`src/rtl/orv64_itb_ctrl.sv`:
```
// Capture controller for the orv64 instruction trace buffer.
// It filters retired instructions by mode and trigger and writes them into the RAM's normal port.
module orv64_itb_ctrl #(
  parameter int DATA_W = 64,
  parameter int ADDR_W = 8,
  parameter int CNT_W  = 16
) (
  input  logic              clk,
  input  logic              rst,
  input  logic              cfg_en,
  input  logic              cfg_mode,
  input  logic              cfg_trig_en,
  input  logic [DATA_W-1:0] cfg_trig_pc,
  input  logic [CNT_W-1:0]  cfg_post_cnt,
  input  logic              cfg_clr,
  input  logic              dbg_active,
  input  logic              retire_valid,
  input  logic [DATA_W-1:0] retire_pc,
  input  logic              retire_taken,
  output logic              itb_en,
  output logic [DATA_W-1:0] itb_data,
  output logic [ADDR_W-1:0] itb_addr,
  output logic [ADDR_W-1:0] itb_wptr,
  output logic              itb_wrapped,
  output logic              itb_triggered,
  output logic              itb_frozen,
  output logic [CNT_W-1:0]  itb_drop_cnt
);

  typedef enum logic [1:0] {
    ST_IDLE   = 2'd0,
    ST_RUN    = 2'd1,
    ST_POST   = 2'd2,
    ST_FROZEN = 2'd3
  } state_e;

  state_e           state, state_nxt;
  logic [CNT_W-1:0] post_cnt, post_cnt_nxt;
  logic             disc;
  logic             capturing, qual, hit, wr, drop;

  assign capturing = (state == ST_RUN) || (state == ST_POST);
  assign qual      = retire_valid && capturing && (!cfg_mode || retire_taken);
  assign hit       = qual && cfg_trig_en && (retire_pc == cfg_trig_pc);
  assign wr        = qual && !dbg_active;
  assign drop      = qual && dbg_active;

  // NOTE: every output of a combinational block gets a default first; otherwise an
  // unassigned path infers a latch.
  always_comb begin
    state_nxt    = state;
    post_cnt_nxt = post_cnt;
    if (cfg_clr) begin
      state_nxt    = ST_IDLE;
      post_cnt_nxt = '0;
    end else begin
      unique case (state)
        ST_IDLE: if (cfg_en) state_nxt = ST_RUN;
        ST_RUN: begin
          if (hit) begin
            if (cfg_post_cnt == '0) begin
              state_nxt = ST_FROZEN;
            end else begin
              state_nxt    = ST_POST;
              post_cnt_nxt = cfg_post_cnt;
            end
          end else if (!cfg_en) begin
            state_nxt = ST_IDLE;
          end
        end
        ST_POST: begin
          // Only real writes count down; dropped entries leave the counter alone.
          if (wr) post_cnt_nxt = post_cnt - 1'b1;
          if (wr && post_cnt == CNT_W'(1)) state_nxt = ST_FROZEN;
          else if (!cfg_en)                state_nxt = ST_IDLE;
        end
        ST_FROZEN: state_nxt = ST_FROZEN;
        default:   state_nxt = ST_IDLE;
      endcase
    end
  end

  // NOTE: sequential state uses non-blocking assignments so every register samples
  // pre-edge values regardless of statement order.
  always_ff @(posedge clk or negedge rst) begin
    if (!rst) begin
      state         <= ST_IDLE;
      post_cnt      <= '0;
      disc          <= 1'b1;
      itb_en        <= 1'b0;
      itb_data      <= '0;
      itb_addr      <= '0;
      itb_wptr      <= '0;
      itb_wrapped   <= 1'b0;
      itb_triggered <= 1'b0;
      itb_frozen    <= 1'b0;
      itb_drop_cnt  <= '0;
    end else begin
      state      <= state_nxt;
      post_cnt   <= post_cnt_nxt;
      itb_frozen <= (state_nxt == ST_FROZEN);
      if (cfg_clr) begin
        // Clear wins over any same-cycle retire; data/addr keep their last values.
        disc          <= 1'b1;
        itb_en        <= 1'b0;
        itb_wptr      <= '0;
        itb_wrapped   <= 1'b0;
        itb_triggered <= 1'b0;
        itb_drop_cnt  <= '0;
      end else begin
        itb_en <= wr;
        if (hit) itb_triggered <= 1'b1;
        if (wr) begin
          itb_data <= {retire_pc[DATA_W-1:1], disc};
          itb_addr <= itb_wptr;
          itb_wptr <= itb_wptr + 1'b1;
          disc     <= 1'b0;
          if (itb_wptr == '1) itb_wrapped <= 1'b1;
        end else if (drop) begin
          disc <= 1'b1;
          if (itb_drop_cnt != '1) itb_drop_cnt <= itb_drop_cnt + 1'b1;
        end else if (state == ST_IDLE && cfg_en) begin
          disc <= 1'b1;
        end
      end
    end
  end

endmodule

```
`config.mk`:
```
export PLATFORM = sky130hd
export DESIGN_NAME = orv64_itb_ctrl
export DESIGN_NICKNAME = d
export VERILOG_FILES = /design/src/rtl/orv64_itb_ctrl.sv
export SDC_FILE = /design/constraint.sdc
export NUM_CORES = 1
export LEC_CHECK = 0
export CORE_ASPECT_RATIO = 1.5
export CORE_MARGIN = 1
export CORE_UTILIZATION = 40
export CTS_CLUSTER_SIZE = 24
export DETAILED_ROUTE_END_ITERATION = 16
export GPL_TIMING_DRIVEN = 0
export PLACE_DENSITY = 0.77
export RECOVER_POWER = 50
export SLEW_MARGIN = 40
export SYNTH_ARGS = -nofsm -noshare
export SYNTH_HDL_FRONTEND = slang
export SYNTH_SLANG_ARGS = --single-unit
```
`constraint.sdc`:
```
create_clock -name clk -period 2.6 [get_ports clk]
set_clock_uncertainty 0.1 [all_clocks]
set_input_delay 0.52 -clock clk [delete_from_list [all_inputs] [get_ports clk]]
set_output_delay 0.52 -clock clk [all_outputs]
set_load 0.02 [all_outputs]
```
==> reports/summary.txt <==
Worst Reg2Reg Path Length in Cells -> 10
Clock Latency Late Sink -> 0.41 ns
share of cells above drive strength 1 -> 0.302
post-route DRC violation count -> 0
Worst-Margin Slew -> 1.50 ns
detail-routed net length per standard cell -> 19.8 µm
Yosys top cell by area -> dfrtp_1
row count -> 56
final setup violation count -> 16
most frequent cell after synthesis -> dfrtp_1
Via density -> 5.46
# Max-Cap Violations -> 1
PnR worst setup slack -> -0.216 ns
global-route wire length before repair -> 34.2 mm
Ports -> 253
sequential-to-total area share from yosys stat -> 0.460
Synth Flop Type -> dfrtp_1
starting density of the core -> 0.411
Max VDD drop -> 0.672 mV
Slew headroom -> 0.00255
DR WL met2 -> 12.4 mm
drt pass-1 iters -> 5
minimum clock period after layout -> 2.82 ns
CP arrival -> 3.07 ns
DR top layer -> met4
DRT met1 WL -> 7.97 mm
initial antenna violation count -> 0
Hold Fails Final Rpt -> 0
Horiz. Die Dim -> 106 µm
most frequent cells after synthesis -> 118 x dfrtp_1, 72 x mux2_2, 54 x xor2_1
DIE AREA -> 16,700 µm²
Placed Cells -> 1,070
Area contributors post-synth -> dfrtp_1 46%, mux2_2 13%, xor2_1 7.3%
PD cells -> 847 nW/µm²
logic gate share of total power -> 0.439
via count -> 6,162
WP buf/inv -> 2
syn nets -> 777
Post-Route WL -> 22.3 mm
crit path capture type -> flip-flop
area of the mapped netlist -> 6480 µm²
Async S/R FF share, synth -> 1.00
period utilization -> 1.08
Critical-path top delay cell -> or4_4
Hold Path Depth -> 2
failing checks -> capacitance limit, setup timing
crit path kind -> primary input to flip-flop
Clk pin slew, worst setup/hold paths -> 0.06 ns
global-route usage over all layers -> 0.271
Iteration-0 DRC Markers -> 248
vias in the first global route -> 6,432
DPL Wire Length -> 16.6 mm
largest net degree at the start of global routing -> 63
Non-Filler Instances -> 1,129
Leak Pwr -> 4.67 nW
grt ovf -> 0
net switching fraction of the power -> 0.352
Die Ht -> 158 µm
Fmax -> 355 MHz
CP peak stage delay -> 0.53 ns
clk buf depth -> 2
IO buf count -> 251
Crit. path cell count -> 9
area grow syn2layout -> 64.1%
Filler cells -> 1,238
CTS Root Buffer Type -> clkbuf_16
CTS tree -> done
delay-heaviest family, CP -> simple AND/OR/NAND/NOR gates
Pint -> 5.84 mW
CTS Buf Count -> 17
core area -> 15,800 µm²
NumNets Final -> 1,074
Worst EP required -> 2.85 ns
startpoint types -> primary input
H-tree lvl count -> 4
fin. max-slew vios -> 0
hold crit path type -> primary input to flip-flop
synth warn -> 0
worst path cell trace -> clkdlybuf4s50_1 > xor2_1 > nor4_2 > nand4_1 > or3_4 > or4_4 > buf_6 > o41ai_1 > a211o_1
RSZ-0062 raised after global routing -> yes
outcome -> finished with violations
RePlAce Congestion -> 0.887
clock network power share -> 0.251
Hold Slack -> 0.272 ns
Post-Syn Instances -> 615
Sink Count -> 119
Post-synth EDFFs -> 0
switching power -> 3.17 mW
routed wl met3 -> 1.27 mm
Yosys top cell area share -> 0.456
register bit total from synthesis -> 119
Yosys cell types -> 52
remaining antenna violation count -> 0
sequential power share -> 0.311
CP Max Fanout -> 10
Mapped Avg Cell Area -> 10.5 µm²
==> final timing paths <==
kind,start,to,slack (ns)
setup / recovery,cfg_trig_pc[39],post_cnt[6],-0.22
hold / removal,retire_pc[40],itb_data[40],0.27
setup reg to reg,state[1],post_cnt[6],-0.17
hold reg to reg,post_cnt[14],post_cnt[14],0.40
max in group asynchronous,rst,itb_data[20],0.33
min in group asynchronous,rst,itb_drop_cnt[9],0.92
==> metrics by stage <==
| stage | power [mW] | area [µm²] | TNS (ns) | setup slack [ns] | utilization |
|---|---|---|---|---|---|
| 2_1_floorplan | 4.67 | 6530 | -2.87 | -0.315 | - |
| 3_3_place_gp | 6.36 | 9300 | -593.52 | -4.08 | 0.590 |
| 5_1_grt | 9.43 | 10600 | -4.47 | -0.255 | 0.675 |
| 3_5_place_dp | 6.43 | 9330 | -91.69 | -1.30 | 0.592 |
| 6_report | 9.01 | 10600 | -2.15 | -0.216 | 0.675 |
| 4_1_cts | 8.88 | 10400 | -2.47 | -0.206 | 0.659 |
==> metal layers <==
metal / track usage / vias up
met3: 0.0663 / 55
met5: 0 / -
met4: 0.108 / 0
li1: - / 2801
met1: 0.283 / 3021
met2: 0.516 / 285
==> cell families (layout without fill, tap and decap cells) <==
family / count (synthesis) / count (layout) / share of synthesized area
fa+ha+maj: 9 / 9 / 0.0174
compound gates: 80 / 80 / 0.0884
mux: 78 / 78 / 0.135
xor+xnor: 61 / 61 / 0.0824
other cells: 0 / 1 / 0
flops: 119 / 119 / 0.460
buf+inv: 48 / 358 / 0.0301
simple gates: 220 / 220 / 0.187
==> area by class of cell <==
type                    count  area, µm²  share of cell area
diodes                      1       2.50            0.000235
plain buffers              20        116              0.0109
clock buffers              24        492              0.0462
clock inverters             8       75.1             0.00706
inverters                  26       97.6             0.00918
multi-input cells         448       4000               0.376
flip-flops and latches    119       2980               0.280
well taps                 203        254              0.0239
repair buffers            280       2630               0.247
==> state kept, by name (all words and copies together) (netlist names) <==
signal,count
post_cnt,16
itb_addr,8
itb_wrapped,1
itb_en,1
itb_frozen,1
itb_triggered,1
disc,1
state,2
itb_data,64
itb_wptr,8
itb_drop_cnt,16
==> power by group through the flow <==
stage | combinational (mW) | sequential, mW | clock (mW)
floorplan | 1.28 | 3.40 | 0
global placement | 3.57 | 2.79 | 0
detailed placement | 3.61 | 2.82 | 0
CTS | 3.79 | 2.79 | 2.30
global route | 4.17 | 2.88 | 2.38
finish | 3.95 | 2.80 | 2.26
==> placed cells by master, fill, tap and decap left out, types with 7 or more instances in the layout <==
master and instances:
mux2_2 72, nor2b_4 14, xor2_1 32, clkdlybuf4s50_1 154, nand2_1 20, nand4_1 23, xor2_2 21, nand2b_4 11
dlymetal6s2s_1 20, nor4_2 10, dfrtp_1 118, dlygate4sd2_1 31, clkbuf_16 17, and3_1 9, nand3_1 8, nor2_1 47
clkbuf_2 32, ha_1 8, nor2b_1 16, xnor2_1 7, inv_1 23, nor4_1 17, nor3_1 8, clkdlybuf4s15_1 12
buf_4 24, a21oi_1 18, nor2b_2 8, clkbuf_1 12
==> timing repair <==
action,CTS,global route
setup buffers,17,9
gates resized for setup,179,137
setup endpoints to repair,103,45
endpoints found under the hold margin,56,0
gates cloned,1,0
hold buffers,1,0
pin swaps,32,13
Power figures use the tool's default switching activity.
==> RTL change 1 (config.mk and constraints unchanged) <==
Register the output `itb_wptr` once more, with the module's reset; this adds one clock of latency there. The other outputs are not delayed to match.
--- a/src/rtl/orv64_itb_ctrl.sv
+++ b/src/rtl/orv64_itb_ctrl.sv
@@ -35,2 +35,4 @@
   } state_e;
+
+  logic [ADDR_W-1:0] itb_wptr_s0;
 
@@ -92,3 +94,3 @@
       itb_addr      <= '0;
-      itb_wptr      <= '0;
+      itb_wptr_s0   <= '0;
       itb_wrapped   <= 1'b0;
@@ -105,3 +107,3 @@
         itb_en        <= 1'b0;
-        itb_wptr      <= '0;
+        itb_wptr_s0   <= '0;
         itb_wrapped   <= 1'b0;
@@ -114,6 +116,6 @@
           itb_data <= {retire_pc[DATA_W-1:1], disc};
-          itb_addr <= itb_wptr;
-          itb_wptr <= itb_wptr + 1'b1;
+          itb_addr <= itb_wptr_s0;
+          itb_wptr_s0 <= itb_wptr_s0 + 1'b1;
           disc     <= 1'b0;
-          if (itb_wptr == '1) itb_wrapped <= 1'b1;
+          if (itb_wptr_s0 == '1) itb_wrapped <= 1'b1;
         end else if (drop) begin
@@ -128,2 +130,10 @@
 
+  always_ff @(posedge clk or negedge rst) begin
+    if (!rst) begin
+      itb_wptr <= '0;
+    end else begin
+      itb_wptr <= itb_wptr_s0;
+    end
+  end
+
 endmodule
Behaviour: not the same (a bounded check fails within 4 cycles, from zero or initial values and one cycle with rst low).
==> RTL change 1 against the original RTL <==
- wire length decreased by 0.68%
- largest power group unchanged
- non-clock buffer count increased by 9
- worst setup slack improved by 0.22 ns
- die area increased by 1.3%
- synthesized area increased by 1.3%
- sequential share of layout area increased by 1.3 points
- power increased by 2.2%
- sequential cell count increased by 8
- combinational power decreased by 3%
- final area increased by 2.0%
- first-iteration DRC count increased by 32%
==> RTL change 1: results (changes against the original RTL) <==
| Metric | Value |
|---|---|
| WHS | 0.244 ns (-0.0280 ns) |
| Via density | 5.37 (-1.6%) |
| DR pass1 iterations | 4 (-1) |
| Crit path DAT | 2.85 ns (-0.22 ns) |
| Yosys reg bits | 127 (+6.7%) |
| Final core utilization | 0.673 (-0.00157) |
| Number of max-cap violations | 0 (-1) |
| Reg-to-reg setup timing slack | 0.06 ns (+0.23 ns) |
| Antenna violations before repair | 2 (+2) |
| Global routing usage on met2 | 0.491 (-0.0251) |
| Register Area | 3180 um^2 (+6.7%) |
| M1 wire length | 8.06 mm (+1.1%) |
| Sum of net half-perimeters after detailed placement | 16.3 mm (-1.8%) |
| Static Leak | 4.82 nW (+3.1%) |
| Largest net degree at the start of global routing | 71 (+13%) |
| Peak supply drop | 0.729 mV (+8.5%) |
| Power Internal | 6.05 mW (+3.7%) |
| Status | complete, no violations |
| Met3 usage | 0.0698 (+0.00350) |
| Most frequent cells after synthesis | dfrtp_1 (126), mux2_2 (72), xnor2_1 (47) |
| CP peak stage delay | 0.47 ns (-0.06 ns) |
| R2R depth | 9 (-1) |
| Netlist cell types | 53 (+1.9%) |
| Synth Area in Adders | 0.0172 (-0.000222) |
| Met3 wire length | 1.30 mm (+2.5%) |
| HP Start | retire_pc[14] |
| DR iter-0 viols | 328 (+32%) |
| Nets@finish | 1071 (-0.28%) |
| Tot GR Track Use | 0.267 (-0.00439) |
| Start point of the critical path | cfg_trig_pc[38] |
| End of the worst hold path | itb_data[14] |
| Met2 wire len | 12.3 mm (-0.48%) |
| Inverters | 19 (-27%) |
| Seq area share | 0.293 (+0.0130) |
| Number of global-route vias before repair | 6433 (+0.016%) |
| Compound-Gate Fraction of Synth Area | 0.0768 (-0.0116) |
| Met1 Use GR | 0.285 (+0.00203) |
| Post-synthesis xor/xnor area fraction | 0.107 (+0.0243) |
| First-pass GRT wire length | 34.2 mm (about the same) |
| Rel. slew slack | 0.330 (+0.328) |
| Crit Path Max Fanout | 2 (-8) |
| Post-Place Setup Slack | -1.18 ns (+0.115 ns) |
| Crit path capture | itb_frozen |
RTL change 1: cell types whose count changed after synthesis, sizes merged, moves of 6 or more:
cell / unedited run / this run
a21oi: 22 / 14
dfrtp: 118 / 126
inv: 26 / 19
nand2: 21 / 36
nand3: 9 / 19
nor2: 49 / 42
nor2b: 38 / 3
nor3: 8 / 14
nor4: 31 / 17
xnor2: 7 / 47
xor2: 54 / 33
RTL change 1: power groups by stage:
| stage | combinational [mW] | sequential (mW) | clock, mW |
|---|---|---|---|
| after floorplan | 1.17 | 3.45 | 0 |
| after global placement | 3.47 | 2.84 | 0 |
| after detailed placement | 3.50 | 2.86 | 0 |
| after CTS | 3.67 | 2.82 | 2.56 |
| after global routing | 4.06 | 2.90 | 2.67 |
| final | 3.84 | 2.83 | 2.54 |
RTL change 1: what timing repair did:
action	in CTS	in global routing
cloned	0	0
hold buffers	1	0
pin swaps	28	37
endpoints found under the setup margin	95	103
endpoints found under the hold margin	25	0
resized for setup	88	93
setup buffers	26	10
==> RTL change 2 (config.mk and constraints unchanged) <==
Made on the original files. The parameter `ADDR_W` goes from 8 to 10.
--- a/src/rtl/orv64_itb_ctrl.sv
+++ b/src/rtl/orv64_itb_ctrl.sv
@@ -4,3 +4,3 @@
   parameter int DATA_W = 64,
-  parameter int ADDR_W = 8,
+  parameter int ADDR_W = 10,
   parameter int CNT_W  = 16
Interface: changed (resized itb_addr and itb_wptr); port bits go from 253 to 257. The function was not compared with the original's and may differ.
==> RTL change 2 against the original RTL <==
- wire length rose by 1.8%
- global-route usage rose by 0.18 points
- the run ends with capacitance limit, slew limit, setup timing left
- synthesized area rose by 2.8%
- count of clock-buffer cells in the layout fell by 5
- worst setup slack improved by 0.12 ns
- clock power rose by 12%
- power rose by 2.2%
- non-clock buffer count fell by 5
- final area rose by 0.43%
- sequential cell count rose by 4
==> RTL change 2: results (changes against the original RTL) <==
| Metric | Value |
|---|---|
| Static Leak | 4.54 nW (-3.0%) |
| Met3 usage | 0.0653 (-0.000976) |
| Antenna violations before repair | 1 (+1) |
| Multi-input gate area | 3760 um^2 (-5.8%) |
| Violated checks | capacitance limit, slew limit, setup timing |
| Fraction of area in multi-input gates | 0.352 (-0.0232) |
| Non-clk bufs | 295 (-1.7%) |
| Sum of net half-perimeters after detailed placement | 17.2 mm (+3.8%) |
| Via density | 5.52 (+1.1%) |
| CTS HTree Levels | 4 (unchanged) |
| Global routing usage on met2 | 0.497 (-0.0193) |
| Inverters | 22 (-15%) |
| Clock buf/inv share | 0.0581 (+0.00481) |
| Most frequent cells after synthesis | dfrtp_1 (122), mux2_2 (74), nor2_1 (48) |
| Min setup slack post-route | -0.0943 ns (+0.122 ns) |
| Crit path DAT | 2.91 ns (-0.16 ns) |
| DR iter-0 viols | 234 (-5.6%) |
| Total vias in the final route | 6326 (+2.7%) |
| Met2 wire len | 12.2 mm (-1.5%) |
| Register Area | 3080 um^2 (+3.4%) |
| Routability cong. | 0.946 (+6.7%) |
| Sink Count | 123 (+3.4%) |
| Post-DP Area | 9530 um^2 (+2.1%) |
| Reg-to-reg setup timing slack | -0.08 ns (+0.09 ns) |
| Initial Util | 0.410 (-0.00152) |
| Inserted Clock Buffers | 17 (unchanged) |
| WHS | 0.293 ns (+0.0215 ns) |
| Largest net degree at the start of global routing | 69 (+9.5%) |
| Setup violators final | 10 (-6) |
| First-pass GRT wire length | 35.1 mm (+2.6%) |
| Number of global-route vias before repair | 6608 (+2.7%) |
| Met3 wire length | 1.32 mm (+4.2%) |
| Nets@finish | 1090 (+1.5%) |
| Sequential share of the synthesized area | 0.462 (+0.00268) |
| Peak supply drop | 0.618 mV (-8.0%) |
| #MultiIn Comb | 469 (+4.7%) |
| Number of max-cap violations | 1 (unchanged) |
| Post-cts resize count | 72 (-60%) |
| Fill cell instance count of the final layout | 1312 (+6.0%) |
| Signal buffers share of area | 0.269 (+0.0114) |
| Later-pin clock latency in the skew report | 0.42 ns |
| Met1 Use GR | 0.290 (+0.00683) |
| Synth area leaders | dfrtp_1 (46%), mux2_2 (13%), xnor2_1 (5.9%), nor2b_1 (3.3%), nor2_1 (2.7%) |
| Status | complete, but fails checks |
| # Post-CTS Setup Buffers | 13 (-4) |
| IO buf count | 256 (+2.0%) |
| M1 wire length | 8.18 mm (+2.7%) |
| Crit Path Max Fanout | 4 (-6) |
| Final WL | 22.7 mm (+1.8%) |
| Clock buffers | 19 (-21%) |
| # rows | 57 (+1.8%) |
| Fin. max-slew vios | 55 (+55) |
| Syn_nets | 798 (+2.7%) |
| Layout cells sized above 1 | 0.212 (-0.0899) |
| Worst slew pin tran | 1.51 ns (+0.0132 ns) |
==> RTL change 2: final timing paths <==
check	from	to	cells after the start
hold reg to reg	itb_data[59]	itb_data[59]	1
setup reg to reg	state[1]	post_cnt[10]	9
setup / recovery	cfg_trig_pc[8]	post_cnt[10]	9
hold / removal	retire_pc[54]	itb_data[54]	2
max in group asynchronous	rst	itb_data[28]	3
min in group asynchronous	rst	itb_drop_cnt[10]	2
==> RTL change 2: where the power goes <==
group	internal, mW	switching [mW]	leakage [nW]	total (mW)
registers	2.51	0.351	1.59	2.86
logic	1.88	1.94	2.65	3.82
clock network	1.61	0.916	0.295	2.53
==> RTL change 2: per-stage QoR <==
step | setup TNS [ns] | setup slack (ns) | power, mW
2_1_floorplan | 0 | 0.0103 | 4.74
6_report | -0.371 | -0.0943 | 9.20
5_1_grt | -1.59 | -0.178 | 9.61
4_1_cts | -0.937 | -0.138 | 9.28
3_3_place_gp | -574.41 | -4.16 | 6.42
3_5_place_dp | -59.55 | -1.09 | 6.49
==> RTL change 2: kinds of logic (layout without fill, tap and decap cells) <==
logic type / count (synthesis) / count (layout) / synth area share
xor gates and xnor gates: 60 / 60 / 0.0789
muxes: 80 / 80 / 0.134
adders and majority gates: 9 / 9 / 0.0169
other: 0 / 1 / 0
and+or+nand+nor: 234 / 234 / 0.193
AOI/OAI and AO/OA: 86 / 86 / 0.0887
DFF: 123 / 123 / 0.462
buffers and inverters: 44 / 348 / 0.0259
==> RTL change 2: worst max-delay path, stage by stage <==
cell and delay, ns:
clkdlybuf4s50_1 0.41, nor2b_2 0.18, a2111oi_2 0.33, nand4_1 0.22, nor4_4 0.44, a31oi_4 0.16
or2_4 0.30, buf_4 0.15, o41ai_2 0.19
